## config.mk

```make
export PLATFORM = sky130hd
export DESIGN_NAME = button_conditioner
export DESIGN_NICKNAME = d
export VERILOG_FILES = /design/src/rtl/de0cv_pkg.sv /design/src/rtl/button_debounce_channel.sv /design/src/rtl/button_conditioner.sv
export SDC_FILE = /design/constraint.sdc
export NUM_CORES = 1
export LEC_CHECK = 0
export BUFFER_PORTS_ARGS = -buffer_cell sky130_fd_sc_hd__clkbuf_2
export CAP_MARGIN = 5
export CORE_MARGIN = 2
export CORE_UTILIZATION = 57
export DETAILED_ROUTE_END_ITERATION = 8
export PLACE_DENSITY = 0.77
export SYNTH_ARGS = -nofsm -noshare
export SYNTH_HDL_FRONTEND = slang
export SYNTH_SLANG_ARGS = --single-unit
```

## constraint.sdc

```tcl
create_clock -name in_clk -period 4.79 [get_ports in_clk]
set_clock_uncertainty 0.2 [all_clocks]
set_input_delay 0.479 -clock in_clk [delete_from_list [all_inputs] [get_ports in_clk]]
set_output_delay 0.479 -clock in_clk [all_outputs]
set_load 0.01 [all_outputs]
```

## src/rtl/de0cv_pkg.sv

```systemverilog
// Shared constants and types for the DE0-CV button front end.
// Default timings derive from the 50 MHz board clock.
package de0cv_pkg;
    localparam int CLK_HZ        = 50_000_000;
    localparam int CYCLES_PER_MS = CLK_HZ / 1000;

    localparam int DEBOUNCE_MS      = 20;
    localparam int REPEAT_DELAY_MS  = 500;
    localparam int REPEAT_PERIOD_MS = 100;

    localparam int DEBOUNCE_CYCLES_DEF      = DEBOUNCE_MS * CYCLES_PER_MS;
    localparam int REPEAT_DELAY_CYCLES_DEF  = REPEAT_DELAY_MS * CYCLES_PER_MS;
    localparam int REPEAT_PERIOD_CYCLES_DEF = REPEAT_PERIOD_MS * CYCLES_PER_MS;

    typedef logic [1:0] repeat_state_t;
    localparam repeat_state_t IDLE   = 2'd0;
    localparam repeat_state_t DELAY  = 2'd1;
    localparam repeat_state_t REPEAT = 2'd2;

    // Counter width able to hold 0..n-1, never narrower than one bit.
    function automatic int cnt_width(input int n);
        return (n > 1) ? $clog2(n) : 1;
    endfunction
endpackage

```

## src/rtl/button_debounce_channel.sv

```systemverilog
// One key channel: 2-flop synchronizer, debounce, press/release strobes and
// auto-repeat step strobes. Every output is a flop.
module button_debounce_channel
    import de0cv_pkg::*;
#(
    parameter int DEBOUNCE_CYCLES      = DEBOUNCE_CYCLES_DEF,
    parameter int REPEAT_DELAY_CYCLES  = REPEAT_DELAY_CYCLES_DEF,
    parameter int REPEAT_PERIOD_CYCLES = REPEAT_PERIOD_CYCLES_DEF
) (
    input  logic clk,
    input  logic reset_n,
    input  logic button,
    input  logic repeat_en,
    output logic pressed,
    output logic press_pulse,
    output logic release_pulse,
    output logic step
);
    localparam int DW   = cnt_width(DEBOUNCE_CYCLES);
    localparam int TMAX = (REPEAT_DELAY_CYCLES > REPEAT_PERIOD_CYCLES) ?
                          REPEAT_DELAY_CYCLES : REPEAT_PERIOD_CYCLES;
    localparam int TW   = cnt_width(TMAX);

    localparam logic [DW-1:0] DB_LAST     = DW'(DEBOUNCE_CYCLES - 1);
    localparam logic [TW-1:0] DELAY_LAST  = TW'(REPEAT_DELAY_CYCLES - 1);
    localparam logic [TW-1:0] PERIOD_LAST = TW'(REPEAT_PERIOD_CYCLES - 1);

    logic          s1, s2;
    logic [DW-1:0] db_cnt;
    repeat_state_t state;
    logic [TW-1:0] timer;

    logic differs, flip, flip_press, flip_release, expire, repeat_fire;

    always_comb begin
        differs      = (~s2) != pressed;
        flip         = differs && (db_cnt == DB_LAST);
        flip_press   = flip && !pressed;
        flip_release = flip && pressed;
        expire       = ((state == DELAY)  && (timer == DELAY_LAST)) ||
                       ((state == REPEAT) && (timer == PERIOD_LAST));
        // A release or a dropped enable on the expiry edge suppresses the repeat.
        repeat_fire  = expire && repeat_en && !flip_release;
    end

    always_ff @(posedge clk) begin
        if (!reset_n) begin
            s1            <= 1'b1;
            s2            <= 1'b1;
            db_cnt        <= '0;
            pressed       <= 1'b0;
            press_pulse   <= 1'b0;
            release_pulse <= 1'b0;
            step          <= 1'b0;
            state         <= IDLE;
            timer         <= '0;
        end else begin
            s1            <= button;
            s2            <= s1;
            press_pulse   <= flip_press;
            release_pulse <= flip_release;
            step          <= flip_press | repeat_fire;

            if (flip) begin
                pressed <= ~pressed;
                db_cnt  <= '0;
            end else if (differs) begin
                db_cnt  <= db_cnt + DW'(1);
            end else begin
                db_cnt  <= '0;
            end

            if (flip_release || !repeat_en) begin
                state <= IDLE;
                timer <= '0;
            end else begin
                case (state)
                    IDLE: begin
                        if (flip_press) begin
                            state <= DELAY;
                            timer <= '0;
                        end
                    end
                    DELAY, REPEAT: begin
                        if (expire) begin
                            state <= REPEAT;
                            timer <= '0;
                        end else begin
                            timer <= timer + TW'(1);
                        end
                    end
                    default: begin
                        state <= IDLE;
                        timer <= '0;
                    end
                endcase
            end
        end
    end
endmodule

```

## src/rtl/button_conditioner.sv

```systemverilog
// Conditions NUM_BUTTONS raw active-low keys into clean levels and strobes,
// one independent channel per key.
module button_conditioner
    import de0cv_pkg::*;
#(
    parameter int NUM_BUTTONS          = 4,
    parameter int DEBOUNCE_CYCLES      = DEBOUNCE_CYCLES_DEF,
    parameter int REPEAT_DELAY_CYCLES  = REPEAT_DELAY_CYCLES_DEF,
    parameter int REPEAT_PERIOD_CYCLES = REPEAT_PERIOD_CYCLES_DEF
) (
    input  logic                   in_clk,
    input  logic                   in_reset_n,
    input  logic [NUM_BUTTONS-1:0] in_button,
    input  logic                   in_repeat_en,
    output logic [NUM_BUTTONS-1:0] out_pressed,
    output logic [NUM_BUTTONS-1:0] out_press_pulse,
    output logic [NUM_BUTTONS-1:0] out_release_pulse,
    output logic [NUM_BUTTONS-1:0] out_step
);
    for (genvar i = 0; i < NUM_BUTTONS; i++) begin : g_ch
        button_debounce_channel #(
            .DEBOUNCE_CYCLES     (DEBOUNCE_CYCLES),
            .REPEAT_DELAY_CYCLES (REPEAT_DELAY_CYCLES),
            .REPEAT_PERIOD_CYCLES(REPEAT_PERIOD_CYCLES)
        ) u_ch (
            .clk          (in_clk),
            .reset_n      (in_reset_n),
            .button       (in_button[i]),
            .repeat_en    (in_repeat_en),
            .pressed      (out_pressed[i]),
            .press_pulse  (out_press_pulse[i]),
            .release_pulse(out_release_pulse[i]),
            .step         (out_step[i])
        );
    end
endmodule

```

==> run_results.csv, run 1 <==
group,metric,value,unit
setup_path,crit_start,"g_ch[3].u_ch.state[0]$_SDFFE_PP0P_",
hold_path,hp-start,"g_ch[3].u_ch.s1$_SDFF_PN1_",
routing,drc_errors,0,
yosys,synth_edf_count,0,
yosys,syn-num-nets,1284,
timing,period_share,0.685,
floorplanning,die_h,139,um
cts,clock_path_buffers,3,
placed_design,placed_cell_area,0.0106,sq mm
placed_design,place_ws,1450,ps
yosys,synth-main-ff-cell,"dfxtp_1",
yosys,netlist_area,0.0104,sq mm
layout,fill_cells,1569,
layout,final_cell_mix,"dfxtp_1 (212), nor2_1 (178), nand2_1 (110), nand3_1 (102), xnor2_1 (65)",
routing,vias,8771,
yosys,synth_cell_type_count,73,
hold_path,min_path_type,"flip-flop to flip-flop",
power,p_leak,0.00360,uW
cts,clk_latency,500,ps
global_route,grt_pass1_vias,8052,
power,powerDensity,301,mW/mm^2
timing,slew_violations,0,
cts,cts_root_buf,"clkbuf_16",
yosys,yosysSeqAreaShare,0.408,
cts,h-tree-depth,1,
timing,setup_viol,0,
setup_path,cp-end-kind,"flip-flop",
timing,rsz0062_at_grt,"false",
routing,wire_per_inst,14.3,um
cts,cts_tree,"done",
global_route,track_usage,0.218,
timing,clock.fmax,305,MHz
global_route,antenna_found_initial,0,
yosys,ys_ff_latch,212,
floorplanning,core_area,0.0180,sq mm
layout,stdcell_area,0.0113,sq mm
timing,timing.final.ws_setup,1510,ps
timing,tightest_slew,1020,ps
yosys,syn-instance-count,1253,
global_route,grt_max_degree,34,
floorplanning,rows,49,
yosys,synth_warnings,0,
hold_path,worstHoldPathCells,1,
layout,diodes,0,
setup_path,critPathMaxFanout,14,
layout,seq_area,0.00424,sq mm
cts,cts_setup_buffers,0,
setup_path,required,4930,ps
routing,drtIter0Drc,670,
layout,layout-drive-gt1-share,0.0676,
setup_path,cp-start-kind,"flip-flop",
layout,multiInputGateArea,0.00576,sq mm
timing,final-hold-violation-count,0,
setup_path,path_class,"flip-flop to flip-flop",
timing,slew_headroom,0.313,
routing,ant_nets,0,
timing,fin_setup_tns,0,ps
power,peakVddDrop,0.000345,V
global_route,grt_pass1_wl,36800,um
floorplanning,die-area,0.0194,sq mm
cts,clk_pin_slew,50,ps
setup_path,r2r-start,"g_ch[3].u_ch.state[0]$_SDFFE_PP0P_",
layout,final_nets,1281,
job,maxCapViolCount,0,
floorplanning,ios,23,
yosys,async_flop_share,0,
routing,wl,21200,um
timing,fin_crit,3280,ps
layout,final_common_cell,"dfxtp_1",
setup_path,r2r_cells,8,
setup_path,crit_arrival,3420,ps
layout,area_growth,8.22,%
placed_design,io_buffers,22,
floorplanning,initial_core_util,0.579,
routing,first_pass_iters,5,
status,status,"finished clean",
floorplanning,die-width,139,um
routing,routed_via_density,5.90,
placed_design,place_congestion,0.919,
cts,cts_made_buffers,23,
placed_design,placed_cells,1450,
global_route,gr-total-overflow,0,
yosys,syn_avg_cell_area,8.31,sq um
placed_design,dp_hpwl,14500,um
cts,cts.sink_count,212,
layout,fin_cells,1487,
## area by class of cell
| type | count | area share |
|---|---|---|
| clock buffer | 27 | 0.0542 |
| clock inverter | 6 | 0.00400 |
| inverter | 29 | 0.00967 |
| multi-input combinational | 950 | 0.511 |
| sequential | 212 | 0.377 |
| tap | 229 | 0.0254 |
| timing repair buffer | 34 | 0.0187 |
## synth_stat cells, types with 4 or more instances
library cell / instances / area (sq um)
nor4b_1: 10 / 87.6
or4_1: 18 / 135
clkbuf_1: 41 / 154
xnor2_1: 65 / 569
nand3_1: 102 / 510
nor3b_1: 5 / 37.5
or3_1: 19 / 119
nor3_1: 29 / 145
inv_1: 29 / 109
and4_1: 11 / 96.3
or3_2: 5 / 37.5
or2_2: 4 / 25.0
nand4_1: 45 / 282
ha_1: 24 / 300
nor4_1: 32 / 200
nor2_1: 178 / 668
and3_1: 30 / 188
xor2_1: 54 / 473
o21a_1: 4 / 30.0
a21oi_1: 35 / 175
nor2b_1: 6 / 37.5
o211ai_1: 5 / 37.5
nand2_1: 110 / 413
a31oi_1: 25 / 156
buf_4: 16 / 120
o2bb2a_1: 4 / 40.0
and2_1: 21 / 131
nand2b_1: 11 / 68.8
dfxtp_1: 212 / 4240
nand4b_1: 4 / 35.0
a21o_1: 4 / 30.0
and4b_1: 4 / 40.0
o21ai_0: 29 / 145
## state kept, by name, indices dropped and copies added (netlist names)
| signal | flops |
|---|---|
| g_ch.u_ch.press_pulse | 4 |
| g_ch.u_ch.timer | 100 |
| g_ch.u_ch.release_pulse | 4 |
| g_ch.u_ch.s1 | 4 |
| g_ch.u_ch.step | 4 |
| g_ch.u_ch.s2 | 4 |
| g_ch.u_ch.pressed | 4 |
| g_ch.u_ch.db_cnt | 80 |
| g_ch.u_ch.state | 8 |
## logic make-up after synthesis
group / Yosys count / share of synthesized area
and+or+nand+nor: 660 / 0.328
AOI/OAI and AO/OA: 144 / 0.0927
buffers and inverters: 91 / 0.0396
muxes: 3 / 0.00301
DFF: 212 / 0.408
adders and majority gates: 24 / 0.0289
xor gates and xnor gates: 119 / 0.100
## critical path, stage by stage, from the launching register on
cell	delay [ps]
dfxtp_1	320
inv_1	110
ha_1	150
or4b_2	580
nor4_1	220
o21ai_0	250
and2_1	380
o21bai_1	800
nor2_1	120
## report_power, final
part	internal, uW	leakage, uW	switching, uW
Combinational	13.9	0.00158	31.7
Sequential	1770	0.00171	3.28
Clock	901	0.000314	672
## routing by layer
layer / global-route usage / part of all wire / up-vias
met5: 0 / 0 / -
met2: 0.355 / 0.45 / 210
met4: 0.0611 / 0.023 / 0
li1: - / - / 4418
met1: 0.303 / 0.48 / 4099
met3: 0.0314 / 0.046 / 44
## metrics by stage
| step | util | hold slack [ps] | total power, uW |
|---|---|---|---|
| after floorplan | - | 186 | 1840 |
| after detailed placement | 0.588 | 194 | 1850 |
| after CTS | 0.627 | 207 | 3430 |
| after global placement | 0.588 | 194 | 1850 |
| after global routing | 0.627 | 217 | 3500 |
| final | 0.627 | 204 | 3390 |
## worst paths after layout
kind,to,slack (ps)
max,g_ch[3].u_ch.timer[6]$_SDFFE_PP0P_,1510
min,g_ch[3].u_ch.s2$_SDFF_PN1_,200
max reg2reg,g_ch[3].u_ch.timer[6]$_SDFFE_PP0P_,1510
min reg2reg,g_ch[3].u_ch.s2$_SDFF_PN1_,200
## timing repair
item	CTS	global route
endpoints found under the hold margin	4	0
hold buffers	4	0
endpoints found under the setup margin	0	0
gates resized for setup	0	0
No activity file was read; power rests on OpenSTA's default activity.
==> run 2, diff against run 1 <==
clock period = 3.1 ns   (was 4.79 ns; I/O delays follow)
==> run_results.csv, run 2 (synthesis results as in run 1) <==
group,metric,value,unit
layout,final_cell_mix,"dfxtp_1 (212), nor2_1 (178), nand2_1 (109), nand3_1 (102), xnor2_1 (65)",
cts,clock_path_buffers,3,
global_route,gr-total-overflow,0,
floorplanning,die-width,139,um
timing,final-hold-violation-count,0,
placed_design,io_buffers,22,
hold_path,min_path_type,"input pin to flip-flop",
layout,diodes,0,
global_route,track_usage,0.226,
timing,fin_setup_tns,0,ps
power,power_frac_seq,0.489,
power,sw_frac_of_total,0.203,
routing,wl,22400,um
setup_path,path_class,"flip-flop to flip-flop",
setup_path,slowest_delay,560,ps
setup_path,crit_slowest_cell,"or4_1",
global_route,grt_pass1_wl,37900,um
timing,clock.fmax,336,MHz
setup_path,cp-end-kind,"flip-flop",
global_route,antenna_found_initial,0,
layout,fin_cells,1512,
global_route,use_met2,0.370,
timing,tightest_slew,874,ps
floorplanning,ios,23,
global_route,use_met3,0.0345,
floorplanning,initial_core_util,0.579,
cts,cts_made_buffers,23,
global_route,grt.met1_usage,0.308,
power,peakVddDrop,0.000548,V
cts,clk_latency,500,ps
floorplanning,die_h,139,um
setup_path,crit_arrival,3200,ps
floorplanning,rows,49,
timing,rsz0062_at_grt,"false",
status,status,"finished clean",
setup_path,worstPathCellList,"or4_1, or4_4, o41ai_4, nand3_4, or4_1, a21oi_1",
routing,drc_errors,0,
global_route,grt_pass1_vias,8129,
global_route,grt_max_degree,34,
power,power.internal,4450,uW
routing,routed_via_density,5.88,
power,combinationalPowerShare,0.014,
routing,first_pass_iters,5,
global_route,grt_busiest_layer,"met2",
timing,period_share,0.959,
setup_path,cp_top_family,"simple AND/OR/NAND/NOR gates",
layout,largest_register_ffs,100,
power,p_leak,0.00379,uW
power,powerDensity,485,mW/mm^2
timing,slew_violations,0,
setup_path,worst-path-buf-inv,0,
power,clockPowerShare,0.497,
floorplanning,die-area,0.0194,sq mm
routing,vias,8889,
timing,setup_viol,0,
routing,ant_nets,0,
setup_path,crit_top_cell,"or4_1",
power,p_sw,1140,uW
cts,clk_pin_slew,60,ps
placed_design,placed_cell_area,0.0107,sq mm
cts,cts_tree,"done",
layout,final_common_cell,"dfxtp_1",
setup_path,critPathMaxFanout,17,
placed_design,dp_hpwl,15200,um
layout,top_regs,"g_ch.u_ch.timer x100, g_ch.u_ch.db_cnt x80, g_ch.u_ch.state x8",
job,maxCapViolCount,0,
layout,stdcell_area,0.0115,sq mm
routing,drtIter0Drc,541,
layout,regMostFlops,"g_ch.u_ch.timer",
timing,slew_headroom,0.417,
placed_design,place_congestion,0.905,
floorplanning,core_area,0.0180,sq mm
cts,h-tree-depth,1,
timing,fin_crit,2970,ps
placed_design,placed_cells,1469,
cts,cts_root_buf,"clkbuf_16",
setup_path,cp-start-kind,"flip-flop",
setup_path,required,3330,ps
layout,layout-drive-gt1-share,0.0873,
layout,final_nets,1300,
routing,wire_per_inst,14.8,um
layout,area_growth,10.9,%
cts,cts.sink_count,212,
==> run 2: path summary, 6_finish.rpt <==
| check | startpoint | depth (start not counted) | slack [ps] | end |
|---|---|---|---|---|
| worst max register to register | g_ch[1].u_ch.db_cnt[12]$_SDFF_PP0_ | 6 | 130 | g_ch[1].u_ch.timer[16]$_SDFFE_PP0P_ |
| worst min-delay path | in_reset_n | 3 | 100 | g_ch[2].u_ch.s2$_SDFF_PN1_ |
| worst max-delay path | g_ch[1].u_ch.db_cnt[12]$_SDFF_PP0_ | 6 | 130 | g_ch[1].u_ch.timer[16]$_SDFFE_PP0P_ |
| worst min register to register | g_ch[2].u_ch.s1$_SDFF_PN1_ | 1 | 210 | g_ch[2].u_ch.s2$_SDFF_PN1_ |
==> run 2: worst reg2reg max path, cell delays in order (launching register included) <==
cell and delay [ps]:
dfxtp_1 350, or4_1 500, or4_4 530, o41ai_4 380, nand3_4 230, or4_1 560, a21oi_1 150
==> run 2: power groups by stage <==
| stage | sequential, uW | clock, uW | combinational (uW) |
|---|---|---|---|
| floorplan | 2790 | 0 | 44.9 |
| global placement | 2800 | 0 | 72.9 |
| detailed placement | 2800 | 0 | 73.4 |
| CTS | 2740 | 2840 | 77.4 |
| global route | 2740 | 2940 | 85.3 |
| finish | 2740 | 2780 | 77.8 |
==> run 2: through the flow <==
| step | util | hold WS, ps | total power (uW) | setup WS [ps] |
|---|---|---|---|---|
| floorplan | - | 186 | 2840 | 234 |
| CTS | 0.641 | 73.0 | 5650 | 75.4 |
| global route | 0.642 | 109 | 5760 | 5.41 |
| global placement | 0.596 | 190 | 2870 | 189 |
| detailed placement | 0.596 | 202 | 2870 | 70.3 |
| finish | 0.642 | 100 | 5590 | 126 |
==> run 2: cell type report <==
type	count	area [sq um]
multi-input combinational	950	5780
sequential	212	4240
fill	1540	6420
timing repair buffer	53	353
clock buffer	29	638
clock inverter	10	131
tap	229	287
inverter	29	109
==> run 2: what timing repair did <==
action	in CTS	in global routing
hold endpoints to repair	4	0
setup endpoints to repair	0	17
buffers inserted	0	0
resized for setup	0	3
hold buffers	4	0
==> run 2: layer usage <==
metal	share of wire	wire, um
met3	0.043	965
met1	0.47	10500
met4	0.021	469
met2	0.47	10500
met5	0	0
